## config.mk

```make
export PLATFORM = sky130hd
export DESIGN_NAME = mcu_boot_loader_flat
export DESIGN_NICKNAME = d
export VERILOG_FILES = /design/src/rtl/boot_pkg.sv /design/src/rtl/mcu_boot_loader_if.sv /design/src/rtl/boot_moc_timer.sv /design/src/rtl/mcu_boot_loader.sv /design/src/flat_wrapper.sv
export SDC_FILE = /design/constraint.sdc
export NUM_CORES = 1
export LEC_CHECK = 0
export CAP_MARGIN = 20
export CORE_MARGIN = 1
export CORE_UTILIZATION = 45
export DETAILED_ROUTE_END_ITERATION = 7
export PLACE_DENSITY = 0.79
export SLEW_MARGIN = 20
export SYNTH_ARGS = -nofsm -noshare
export SYNTH_HDL_FRONTEND = slang
export SYNTH_HIERARCHICAL = 1
export SYNTH_SLANG_ARGS = --single-unit
```

## constraint.sdc

```tcl
create_clock -name CLK -period 2.55 [get_ports CLK]
set_input_delay 0.3825 -clock CLK [delete_from_list [all_inputs] [get_ports CLK]]
set_output_delay 0.3825 -clock CLK [all_outputs]
set_load 0.01 [all_outputs]
```

## src/rtl/boot_pkg.sv

```systemverilog
// Shared constants for the MCU boot loader: FSM encoding, error codes, RAM direction.
// Optional trailer checksum is enabled with BOOT_CHECKSUM_EN.
package boot_pkg;

   localparam logic [2:0] ST_IDLE   = 3'd0;
   localparam logic [2:0] ST_LEN_LO = 3'd1;
   localparam logic [2:0] ST_LEN_HI = 3'd2;
   localparam logic [2:0] ST_DATA   = 3'd3;
   localparam logic [2:0] ST_WRITE  = 3'd4;
   localparam logic [2:0] ST_CHK    = 3'd5;
   localparam logic [2:0] ST_DONE   = 3'd6;
   localparam logic [2:0] ST_ERROR  = 3'd7;

   localparam logic [1:0] ERR_NONE = 2'b00;
   localparam logic [1:0] ERR_LEN  = 2'b01;
   localparam logic [1:0] ERR_MOC  = 2'b10;
   localparam logic [1:0] ERR_CHK  = 2'b11;

   localparam logic MEM_RW_WRITE = 1'b0;
   localparam logic MEM_RW_READ  = 1'b1;

   // States in which a stream byte may be consumed
   function automatic logic st_ready(input logic [2:0] st);
      return (st == ST_LEN_LO) || (st == ST_LEN_HI) || (st == ST_DATA) || (st == ST_CHK);
   endfunction

   function automatic logic st_busy(input logic [2:0] st);
      return st_ready(st) || (st == ST_WRITE);
   endfunction

endpackage

```

## src/rtl/mcu_boot_loader_if.sv

```systemverilog
// Stream-in and RAM-write handshake bundle of the boot loader.
// master = loader side, slave = stream source / RAM side.
interface mcu_boot_loader_if #(
   parameter int unsigned ADDR_W = 8
);
   logic              S_VALID;
   logic [7:0]        S_DATA;
   logic              S_READY;
   logic [ADDR_W-1:0] MEM_ADDR;
   logic [7:0]        MEM_DIN;
   logic              MEM_EN;
   logic              MEM_RW;
   logic              MEM_MOC;

   modport master (
      input  S_VALID, S_DATA, MEM_MOC,
      output S_READY, MEM_ADDR, MEM_DIN, MEM_EN, MEM_RW
   );

   modport slave (
      output S_VALID, S_DATA, MEM_MOC,
      input  S_READY, MEM_ADDR, MEM_DIN, MEM_EN, MEM_RW
   );
endinterface

```

## src/rtl/boot_moc_timer.sv

```systemverilog
// Counts WRITE cycles without MEM_MOC; expired flags the cycle whose edge reaches MOC_TIMEOUT.
module boot_moc_timer #(
   parameter int unsigned MOC_TIMEOUT = 15
) (
   input  logic CLK,
   input  logic RESET,
   input  logic run,
   input  logic clr,
   output logic expired
);
   localparam int unsigned CNT_W = $clog2(MOC_TIMEOUT + 1);

   logic [CNT_W-1:0] cnt_q;

   always_ff @(posedge CLK) begin
      if (RESET || clr) begin
         cnt_q <= '0;
      end else if (run) begin
         cnt_q <= cnt_q + 1'b1;
      end
   end

   // Combinational so the FSM leaves WRITE on the very edge the count would hit the limit
   assign expired = run && (cnt_q == CNT_W'(MOC_TIMEOUT - 1));

endmodule

```

## src/rtl/mcu_boot_loader.sv

```systemverilog
// Length-prefixed byte stream loader into program RAM; holds the core in reset until loaded.
// Define BOOT_CHECKSUM_EN to require a trailing checksum byte after the payload.
module mcu_boot_loader
   import boot_pkg::*;
#(
   parameter int unsigned ADDR_W      = 8,
   parameter int unsigned DEPTH       = 256,
   parameter int unsigned BASE_ADDR   = 0,
   parameter int unsigned MOC_TIMEOUT = 15
) (
   input  logic              CLK,
   input  logic              RESET,
   input  logic              START,
   mcu_boot_loader_if.master bus,
   output logic              CPU_RESET,
   output logic              BUSY,
   output logic              DONE,
   output logic [1:0]        ERR,
   output logic [ADDR_W:0]   BYTE_CNT
);
   localparam int unsigned CNT_W = ADDR_W + 1;
   localparam int unsigned ROOM  = DEPTH - BASE_ADDR;

`ifdef BOOT_CHECKSUM_EN
   localparam logic [2:0] ST_PAYLOAD_END = ST_CHK;
`else
   localparam logic [2:0] ST_PAYLOAD_END = ST_DONE;
`endif

   logic [2:0]        state_q, state_d;
   logic [15:0]       len_q, len_d, len_new;
   logic [ADDR_W-1:0] addr_q, addr_d;
   logic [7:0]        din_q, din_d;
   logic [CNT_W-1:0]  cnt_q, cnt_d;
   logic [1:0]        err_q, err_d;
   logic              s_ready_q, mem_en_q, mem_rw_q, cpu_reset_q, busy_q, done_q;
   logic              accept, moc_run, moc_expired;
`ifdef BOOT_CHECKSUM_EN
   logic [7:0]        sum_q, sum_d;
`endif

   assign accept  = s_ready_q && bus.S_VALID;
   assign moc_run = (state_q == ST_WRITE) && !bus.MEM_MOC;

   boot_moc_timer #(
      .MOC_TIMEOUT (MOC_TIMEOUT)
   ) u_moc_timer (
      .CLK     (CLK),
      .RESET   (RESET),
      .run     (moc_run),
      .clr     (!moc_run),
      .expired (moc_expired)
   );

   // Next-state and datapath updates
   always_comb begin
      state_d = state_q;
      len_d   = len_q;
      addr_d  = addr_q;
      din_d   = din_q;
      cnt_d   = cnt_q;
      err_d   = err_q;
      len_new = {bus.S_DATA, len_q[7:0]};
`ifdef BOOT_CHECKSUM_EN
      sum_d   = sum_q;
`endif
      case (state_q)
         ST_IDLE, ST_ERROR: begin
            if (START) begin
               state_d = ST_LEN_LO;
               cnt_d   = '0;
               err_d   = ERR_NONE;
`ifdef BOOT_CHECKSUM_EN
               sum_d   = 8'h00;
`endif
            end
         end
         ST_LEN_LO: begin
            if (accept) begin
               len_d   = {len_q[15:8], bus.S_DATA};
               state_d = ST_LEN_HI;
            end
         end
         ST_LEN_HI: begin
            if (accept) begin
               len_d = len_new;
               if (32'(len_new) > ROOM) begin
                  state_d = ST_ERROR;
                  err_d   = ERR_LEN;
               end else if (len_new == 16'd0) begin
                  state_d = ST_PAYLOAD_END;
               end else begin
                  state_d = ST_DATA;
               end
            end
         end
         ST_DATA: begin
            if (accept) begin
               din_d   = bus.S_DATA;
               addr_d  = ADDR_W'(BASE_ADDR + 32'(cnt_q));
               state_d = ST_WRITE;
`ifdef BOOT_CHECKSUM_EN
               sum_d   = 8'(sum_q + bus.S_DATA);
`endif
            end
         end
         ST_WRITE: begin
            if (bus.MEM_MOC) begin
               cnt_d   = cnt_q + 1'b1;
               state_d = (32'(cnt_q) + 32'd1 == 32'(len_q)) ? ST_PAYLOAD_END : ST_DATA;
            end else if (moc_expired) begin
               state_d = ST_ERROR;
               err_d   = ERR_MOC;
            end
         end
`ifdef BOOT_CHECKSUM_EN
         ST_CHK: begin
            if (accept) begin
               if (8'(sum_q + bus.S_DATA) == 8'h00) begin
                  state_d = ST_DONE;
               end else begin
                  state_d = ST_ERROR;
                  err_d   = ERR_CHK;
               end
            end
         end
`endif
         ST_DONE: begin
         end
         default: begin
            state_d = ST_IDLE;
         end
      endcase
   end

   // State register; control outputs are registered copies of the next-state decode
   always_ff @(posedge CLK) begin
      if (RESET) begin
         state_q     <= ST_IDLE;
         len_q       <= '0;
         addr_q      <= '0;
         din_q       <= '0;
         cnt_q       <= '0;
         err_q       <= ERR_NONE;
         s_ready_q   <= 1'b0;
         mem_en_q    <= 1'b0;
         mem_rw_q    <= MEM_RW_READ;
         cpu_reset_q <= 1'b1;
         busy_q      <= 1'b0;
         done_q      <= 1'b0;
`ifdef BOOT_CHECKSUM_EN
         sum_q       <= 8'h00;
`endif
      end else begin
         state_q     <= state_d;
         len_q       <= len_d;
         addr_q      <= addr_d;
         din_q       <= din_d;
         cnt_q       <= cnt_d;
         err_q       <= err_d;
         s_ready_q   <= st_ready(state_d);
         mem_en_q    <= (state_d == ST_WRITE);
         mem_rw_q    <= (state_d == ST_WRITE) ? MEM_RW_WRITE : MEM_RW_READ;
         cpu_reset_q <= (state_d != ST_DONE);
         busy_q      <= st_busy(state_d);
         done_q      <= (state_d == ST_DONE);
`ifdef BOOT_CHECKSUM_EN
         sum_q       <= sum_d;
`endif
      end
   end

   assign bus.S_READY  = s_ready_q;
   assign bus.MEM_ADDR = addr_q;
   assign bus.MEM_DIN  = din_q;
   assign bus.MEM_EN   = mem_en_q;
   assign bus.MEM_RW   = mem_rw_q;
   assign CPU_RESET    = cpu_reset_q;
   assign BUSY         = busy_q;
   assign DONE         = done_q;
   assign ERR          = err_q;
   assign BYTE_CNT     = cnt_q;

endmodule

```

## src/flat_wrapper.sv

```systemverilog
// flat-port wrapper written by rule: the top's interface ports become plain ports
module mcu_boot_loader_flat import boot_pkg::*;
#(
   parameter int unsigned ADDR_W      = 8,
   parameter int unsigned DEPTH       = 256,
   parameter int unsigned BASE_ADDR   = 0,
   parameter int unsigned MOC_TIMEOUT = 15
)
  (CLK, RESET, START, CPU_RESET, BUSY, DONE, ERR, BYTE_CNT, bus_S_VALID, bus_S_DATA, bus_MEM_MOC, bus_S_READY, bus_MEM_ADDR, bus_MEM_DIN, bus_MEM_EN, bus_MEM_RW);
  mcu_boot_loader_if #(.ADDR_W(ADDR_W)) bus_i ();
  input  logic CLK;
  input  logic RESET;
  input  logic START;
  output logic CPU_RESET;
  output logic BUSY;
  output logic DONE;
  output logic [1:0] ERR;
  output logic [ADDR_W:0] BYTE_CNT;
  input wire logic [$bits(bus_i.S_VALID)-1:0] bus_S_VALID;
  input wire logic [$bits(bus_i.S_DATA)-1:0] bus_S_DATA;
  input wire logic [$bits(bus_i.MEM_MOC)-1:0] bus_MEM_MOC;
  output wire logic [$bits(bus_i.S_READY)-1:0] bus_S_READY;
  output wire logic [$bits(bus_i.MEM_ADDR)-1:0] bus_MEM_ADDR;
  output wire logic [$bits(bus_i.MEM_DIN)-1:0] bus_MEM_DIN;
  output wire logic [$bits(bus_i.MEM_EN)-1:0] bus_MEM_EN;
  output wire logic [$bits(bus_i.MEM_RW)-1:0] bus_MEM_RW;
  assign bus_i.S_VALID = bus_S_VALID;
  assign bus_i.S_DATA = bus_S_DATA;
  assign bus_i.MEM_MOC = bus_MEM_MOC;
  assign bus_S_READY = bus_i.S_READY;
  assign bus_MEM_ADDR = bus_i.MEM_ADDR;
  assign bus_MEM_DIN = bus_i.MEM_DIN;
  assign bus_MEM_EN = bus_i.MEM_EN;
  assign bus_MEM_RW = bus_i.MEM_RW;
  mcu_boot_loader #(.ADDR_W(ADDR_W), .DEPTH(DEPTH), .BASE_ADDR(BASE_ADDR), .MOC_TIMEOUT(MOC_TIMEOUT)) u_core (.CLK(CLK), .RESET(RESET), .START(START), .bus(bus_i), .CPU_RESET(CPU_RESET), .BUSY(BUSY), .DONE(DONE), .ERR(ERR), .BYTE_CNT(BYTE_CNT));
endmodule
```

Word-level counts from Yosys, hierarchy flattened
Index checks and enable logic that the tools add are counted.
W data, S select, Z words.
{"block": "classes", "n_bitwise": 2, "muxes": 23, "n_reduce_logical": 20, "magnitude_cmp": 1, "n_eq_ne": 21, "add_sub_neg": 3}
{"cell": "$eq A32 B16 Y1", "count": 1}
{"cell": "$pmux W16 S2", "count": 1}
{"cell": "$mux W3", "count": 9}
{"cell": "$eq A3 B3 Y1 const B", "count": 6}
{"cell": "$mux W9", "count": 2}
{"cell": "$pmux W3 S6", "count": 1}
{"cell": "$pmux W9 S2", "count": 1}
{"cell": "$gt A16 B9 Y1 const B", "count": 1}
{"cell": "$logic_not A16 Y1", "count": 1}
{"cell": "$mux W16", "count": 1}
{"cell": "$eq A3 B2 Y1 const B", "count": 4}
{"cell": "$add A9 B1 Y10 const B", "count": 1}
{"cell": "$mux W2", "count": 5}
{"cell": "$add A9 B1 Y9 const B", "count": 1}
{"cell": "$reduce_and A3 Y1", "count": 3}
{"cell": "$mux W8", "count": 1}
{"cell": "$eq A3 B1 Y1 const B", "count": 2}
{"cell": "$ne A2 B1 Y1 const B", "count": 3}
{"cell": "$ne A2 B2 Y1 const B", "count": 3}
{"cell": "$pmux W2 S3", "count": 1}
{"cell": "$reduce_and A6 Y1", "count": 1}
{"cell": "$logic_or A1 B1 Y1", "count": 5}
{"cell": "$add A4 B1 Y4 const B", "count": 1}
{"cell": "$eq A4 B4 Y1 const B", "count": 1}
{"cell": "other kinds (10)", "count": 14}
{"block": "totals", "elab_cells": 84, "output_inout_bits": 33, "reg_bits": 56, "inputBits": 13}

Longest topological paths before layout
{"block": "logic_depth", "ltp_word": 11, "depth_mapped": 9, "depth_no_buf": 9}

By module
Netlist, hierarchy kept.
{"module": "mcu_boot_loader", "seq_area_each_um2": 1041.0, "area_per_inst_um2": 2580.0, "instances": 1, "cells_per_inst": 310}
{"module": "boot_moc_timer", "seq_area_each_um2": 80.1, "area_per_inst_um2": 201.4, "instances": 1, "cells_per_inst": 19}

Worst setup path after synthesis
OpenSTA, ideal clock, no wires.
{"block": "synth_path", "path_kind": "input -> register", "start": "input bus_MEM_MOC", "end": "register u_core.busy_q, in the netlist u_core/BUSY", "path_buffers": 1, "cell_stages": 9, "required_time_ns": 2.476, "t_arrival_ns": 2.322, "path_slack_ns": 0.154, "setup_time_ns": 0.074, "cell_sequence": "buf_2 -> nand2b_1 -> inv_1 -> and4_2 -> o21a_1 -> a221oi_1 -> o2111ai_1 -> or2_2 -> o21ai_0"}
{"block": "synth_between", "elab_chain_cells": 11, "word_cells_on_any_way": 15, "classes_between": "eq/ne: 5; mux: 3; reduce/logical: 7"}
{"element": "start, declared", "line_no": "flat_wrapper.sv:21", "source": "input wire logic [$bits(bus_i.MEM_MOC)-1:0] bus_MEM_MOC;"}
{"element": "$logic_not A1 Y1 (*)", "line_no": "mcu_boot_loader.sv:43", "source": "assign moc_run = (state_q == ST_WRITE) && !bus.MEM_MOC;"}
{"element": "$logic_and A1 B1 Y1 (*)", "line_no": "mcu_boot_loader.sv:43"}
{"element": "net u_core.moc_run", "line_no": "mcu_boot_loader.sv:37", "source": "logic accept, moc_run, moc_expired;"}
{"element": "$logic_and A1 B1 Y1 (*)", "line_no": "boot_moc_timer.sv:24", "source": "assign expired = run && (cnt_q == CNT_W'(MOC_TIMEOUT - 1));"}
{"element": "net u_core.moc_expired", "line_no": "mcu_boot_loader.sv:37"}
{"element": "$mux W3 (*)", "line_no": "mcu_boot_loader.sv:111", "source": "end else if (moc_expired) begin"}
{"element": "$mux W3 (*)", "line_no": "mcu_boot_loader.sv:108", "source": "if (bus.MEM_MOC) begin"}
{"element": "$pmux W3 S6 (*)", "line_no": "mcu_boot_loader.sv:67", "source": "case (state_q)"}
{"element": "$eq A3 B1 Y1 / $eq A3 B2 Y1 (equally long branches)", "line_no": "boot_pkg.sv:24", "source": "return (st == ST_LEN_LO) || (st == ST_LEN_HI) || (st == ST_DATA) || (st == ST_CHK);"}
{"element": "$logic_or A1 B1 Y1 (3 in series)", "line_no": "boot_pkg.sv:24"}
{"element": "$logic_or A1 B1 Y1 (*)", "line_no": "boot_pkg.sv:28", "source": "return st_ready(st) || (st == ST_WRITE);"}
{"element": "end signal, assigned", "line_no": "mcu_boot_loader.sv:165", "source": "busy_q <= st_busy(state_d);"}
{"element": "end, declared", "line_no": "mcu_boot_loader.sv:36", "source": "logic s_ready_q, mem_en_q, mem_rw_q, cpu_reset_q, busy_q, done_q;"}
The timed path passes the listed nets; every way through them passes the cells marked *.
A chain may end at the register's enable or synchronous reset.

Worst setup path after layout
{"block": "layout_path", "start": "input bus_MEM_MOC", "end": "register u_core.done_q, in the netlist u_core/DONE"}
{"block": "layout_between", "elab_chain_cells": 7}
{"element": "$logic_not A1 Y1", "line_no": "mcu_boot_loader.sv:43"}
{"element": "$logic_and A1 B1 Y1", "line_no": "mcu_boot_loader.sv:43"}
{"element": "$logic_and A1 B1 Y1", "line_no": "boot_moc_timer.sv:24"}
{"element": "$mux W3", "line_no": "mcu_boot_loader.sv:111"}
{"element": "$mux W3 (*)", "line_no": "mcu_boot_loader.sv:108"}
{"element": "$pmux W3 S6 (*)", "line_no": "mcu_boot_loader.sv:67"}
{"element": "$eq A3 B3 Y1 (*)", "line_no": "mcu_boot_loader.sv:166", "source": "done_q <= (state_d == ST_DONE);"}
{"element": "end signal, assigned", "line_no": "mcu_boot_loader.sv:166"}
{"element": "end, declared", "line_no": "mcu_boot_loader.sv:36"}
Every way passes the cells marked *; elsewhere a longest branch is shown, timed or not.

==> run_results.csv <==
group,metric,value,unit
sta,timing.fmax,0.418,GHz
die,row_count,28,
die,coreArea,5960,sq um
sta,relSlewSlack,56.8,%
route,ant_nets,0,
finish,n_fill_cell,549,
critical_path,r2r_setup_slack,0.24,ns
status,status,"complete, no violations",
place,dpl_cell_area,3410,sq um
worst_hold_path,worstHoldPathType,"reg -> reg",
job,cap_violations,0,
yosys,synth_ff_type,"dfxtp_1",
critical_path,end_kind,"flop",
finish,area_growth,26.0,%
route,drt_iter0_markers,189,
clock_network,cts_buffer_depth,2,
clock_network,clock_latency,0.32,ns
critical_path,r2r_start,"u_core/BYTE_CNT[0]",
sta,fin_skew,0.0110,ns
grt,grt_pass1_wl,11300,microns
yosys,synth_cell_types,65,
place,dp_hpwl,5020,microns
critical_path,cp_max_fo,4,
yosys,yosysWarnings,6,
route,via_count,2655,
critical_path,ff2ff_path_depth,7,
power_and_ir_drop,p_leak,1.20,nW
grt,antenna_found_initial,0,
clock_network,cts_max_level,2,
yosys,synth_top_cell_area_share,40.3,%
clock_network,clk_pin_slew,0.10,ns
sta,hold_viol,0,
route,dr.pass1.iters,5,
power_and_ir_drop,power_density,479,nW/um^2
die,io_pins,46,
yosys,syn_inst,329,
power_and_ir_drop,swShare,28.2,%
critical_path,worstSetupPathType,"in -> reg",
route,wirelength,6860,microns
die,fp.dieArea,6500,sq um
route,drc_errors,0,
place,port_buffers,45,
finish,post-route-util,58.9,%
critical_path,regToRegEndpoint,"u_core/DONE",
clock_network,cts_tree,"yes",
critical_path,crit_slowest_cell,"clkdlybuf4s50_1",
critical_path,worstSetupStartpointType,"input pin",
power_and_ir_drop,clkPwrFrac,29.9,%
yosys,syn-num-nets,345,
power_and_ir_drop,power_switching,0.000473,W
place,gp_congestion,0.809,
die,die_x,80.6,microns
critical_path,critPathRequiredTime,2.76,ns
sta,period_share,93.8,%
grt,overflow,0,
finish,insertedDiodeCount,0,
yosys,syn_area_per_cell,8.45,sq um
grt,grt_pass1_vias,2399,
sta,setup_viol,0,
grt,grt_max_degree,35,
clock_network,clkSinkCount,56,
route,avgRoutedWirePerCell,14.8,microns
sta,worst_slew_pin_slew,0.642,ns
yosys,yosysTopAreaCell,"dfxtp_1",
finish,final_cell_area,3510,sq um
yosys,yosys-top-cells-area,"dfxtp_1 40%, mux2i_1 6.5%, a21oi_1 4.9%, nand2_1 4.6%, nor2_1 4.6%",
critical_path,crit_end,"u_core/DONE",
grt,grt_util_all_layers,22.3,%
clock_network,cts_root_buf,"clkbuf_8",
yosys,ys_seq_elements,56,
sta,fin_crit,2.39,ns
power_and_ir_drop,pwr-share-seq,54.5,%
sta,slew_viol_final,0,
die,initial_core_util,46.7,%
power_and_ir_drop,p_comb_share,15.6,%
sta,rsz0062_at_grt,"false",
power_and_ir_drop,internal_power,0.00121,W
finish,drive_above_1_share,14.2,%
power_and_ir_drop,vdd_drop_max,264,uV
clock_network,cts_buffers,5,
yosys,synth-seq-area-share,40.3,%
die,die_h,80.6,microns
critical_path,critical_path_arrival,2.60,ns
critical_path,crit_start,"bus_MEM_MOC",
yosys,synth_area,2780,sq um
route,viasPerCell,5.75,
critical_path,cp_cell_sequence,"clkdlybuf4s50_1 > or4b_1 > nor4_1 > nand4_1 > a2111oi_4 > nand3_2 > a2111oi_2",
critical_path,cpPeakStageDelay,0.55,ns
finish,fin_nets,402,
yosys,synth_edf_count,0,
yosys,async_reset_ff_share,0,%
## worst max-delay path, delay by kind of cell
kind,cells,cell delay (ns)
and+or+nand+nor,4,0.99
buffers and inverters,1,0.55
AOI/OAI and AO/OA,2,0.68
## metal layers
| metal | GRT usage (%) | part of all wire (%) | routed length [microns] | up-vias |
|---|---|---|---|---|
| met3 | 4.32 | 6.0 | 414 | 13 |
| li1 | - | - | - | 1296 |
| met5 | 0 | 0 | 0 | - |
| met2 | 35.6 | 45 | 3110 | 101 |
| met4 | 6.61 | 1.8 | 121 | 0 |
| met1 | 30.1 | 47 | 3210 | 1245 |
## state kept, by name, indices dropped and copies added (netlist names)
signal                    cells
u_core/bus.MEM_DIN            8
u_core/bus.MEM_ADDR           8
u_core/CPU_RESET              1
u_core/BUSY                   1
u_core/len_q                 16
u_core/bus.S_READY            1
u_core/bus.MEM_RW             1
u_core/BYTE_CNT               9
u_core/DONE                   1
u_core/u_moc_timer/cnt_q      4
u_core/ERR                    2
u_core/bus.MEM_EN             1
u_core/state_q                3
## kinds of logic (layout without fill, tap and decap cells)
family | Yosys count | after routing | share of synthesized area, %
AOI/OAI and AO/OA | 73 | 73 | 17.4
DFF | 56 | 56 | 40.3
and+or+nand+nor | 140 | 140 | 26.2
adders and majority gates | 3 | 3 | 1.35
buffers and inverters | 28 | 86 | 4.72
muxes | 19 | 19 | 6.88
xor gates and xnor gates | 10 | 10 | 3.15
## through the flow
stage / hold slack (ns) / std cells / TNS [ns] / setup WS [ns] / power, W
floorplan: 0.431 / 329 / 0 / 0.154 / 0.00108
global placement: 0.441 / 454 / -0.00807 / -0.00807 / 0.00119
detailed placement: 0.453 / 454 / -0.301 / -0.124 / 0.00119
CTS: 0.468 / 462 / 0 / 0.172 / 0.00168
global route: 0.493 / 462 / 0 / 0.0428 / 0.00175
finish: 0.463 / 462 / 0 / 0.159 / 0.00168
## synthesized netlist by cell type (6+ instances only)
master / number
o21ai_0: 16
nand2_1: 34
nor2_1: 34
dfxtp_1: 56
mux2i_1: 18
nor4_1: 6
a21oi_1: 27
xnor2_1: 6
nand3_1: 15
nor3b_1: 7
nor3_1: 9
inv_1: 8
clkbuf_1: 13
## power by group through the flow
stage / logic, W / registers [W] / clock network, W
floorplan: 0.000146 / 0.000933 / 0
global placement: 0.000255 / 0.000934 / 0
detailed placement: 0.000258 / 0.000934 / 0
CTS: 0.000260 / 0.000914 / 0.000510
global route: 0.000286 / 0.000918 / 0.000546
finish: 0.000263 / 0.000915 / 0.000502
## area by class of cell
class                           instances  area [sq um]  area share (%)
Multi-Input combinational cell        245          1530            43.7
Sequential cell                        56          1120            32.0
Timing Repair Buffer                   70           638            18.2
Tap cell                               75          93.8            2.68
Clock buffer                            5          68.8            1.96
Inverter                                8          30.0           0.857
Clock inverter                          3          21.3           0.607
## layout by cell type (no fill, tap or decap), drive strengths merged, types with 2 or more instances in the layout
cell type / instances
nor4: 6
a21boi: 2
and3: 4
o211ai: 4
ha: 3
o31ai: 2
dfxtp: 56
nand3: 16
a211oi: 2
or3: 2
or2: 4
a2111oi: 3
o21a: 3
nand2: 34
nor2: 35
a21oi: 27
nor3: 10
buf: 25
xor2: 4
nand2b: 2
or4: 2
nand4: 4
nor2b: 2
nor3b: 7
clkdlybuf4s50: 45
inv: 9
a31oi: 2
clkbuf: 5
mux2i: 18
or4b: 2
a221oi: 2
and2: 3
and4: 2
o21ai: 16
xnor2: 6
## worst min path at each step
stage,slack [ns],end,cells past startpoint,start
after global routing,0.49,u_core/ERR[1],2,u_core/ERR[1]
after global placement,0.44,u_core/len_q[12],2,u_core/len_q[12]
after CTS,0.47,u_core/len_q[12],2,u_core/len_q[12]
after detailed placement,0.45,u_core/len_q[15],2,u_core/len_q[15]
after floorplan,0.43,u_core/len_q[12],2,u_core/len_q[12]
final,0.46,u_core/len_q[12],2,u_core/len_q[12]
## timing repair
action,CTS,global route
endpoints found under the setup margin,0,2
hold buffers,0,0
resized for setup,0,2
setup buffers,0,0
(Power assumes the default switching activity.)
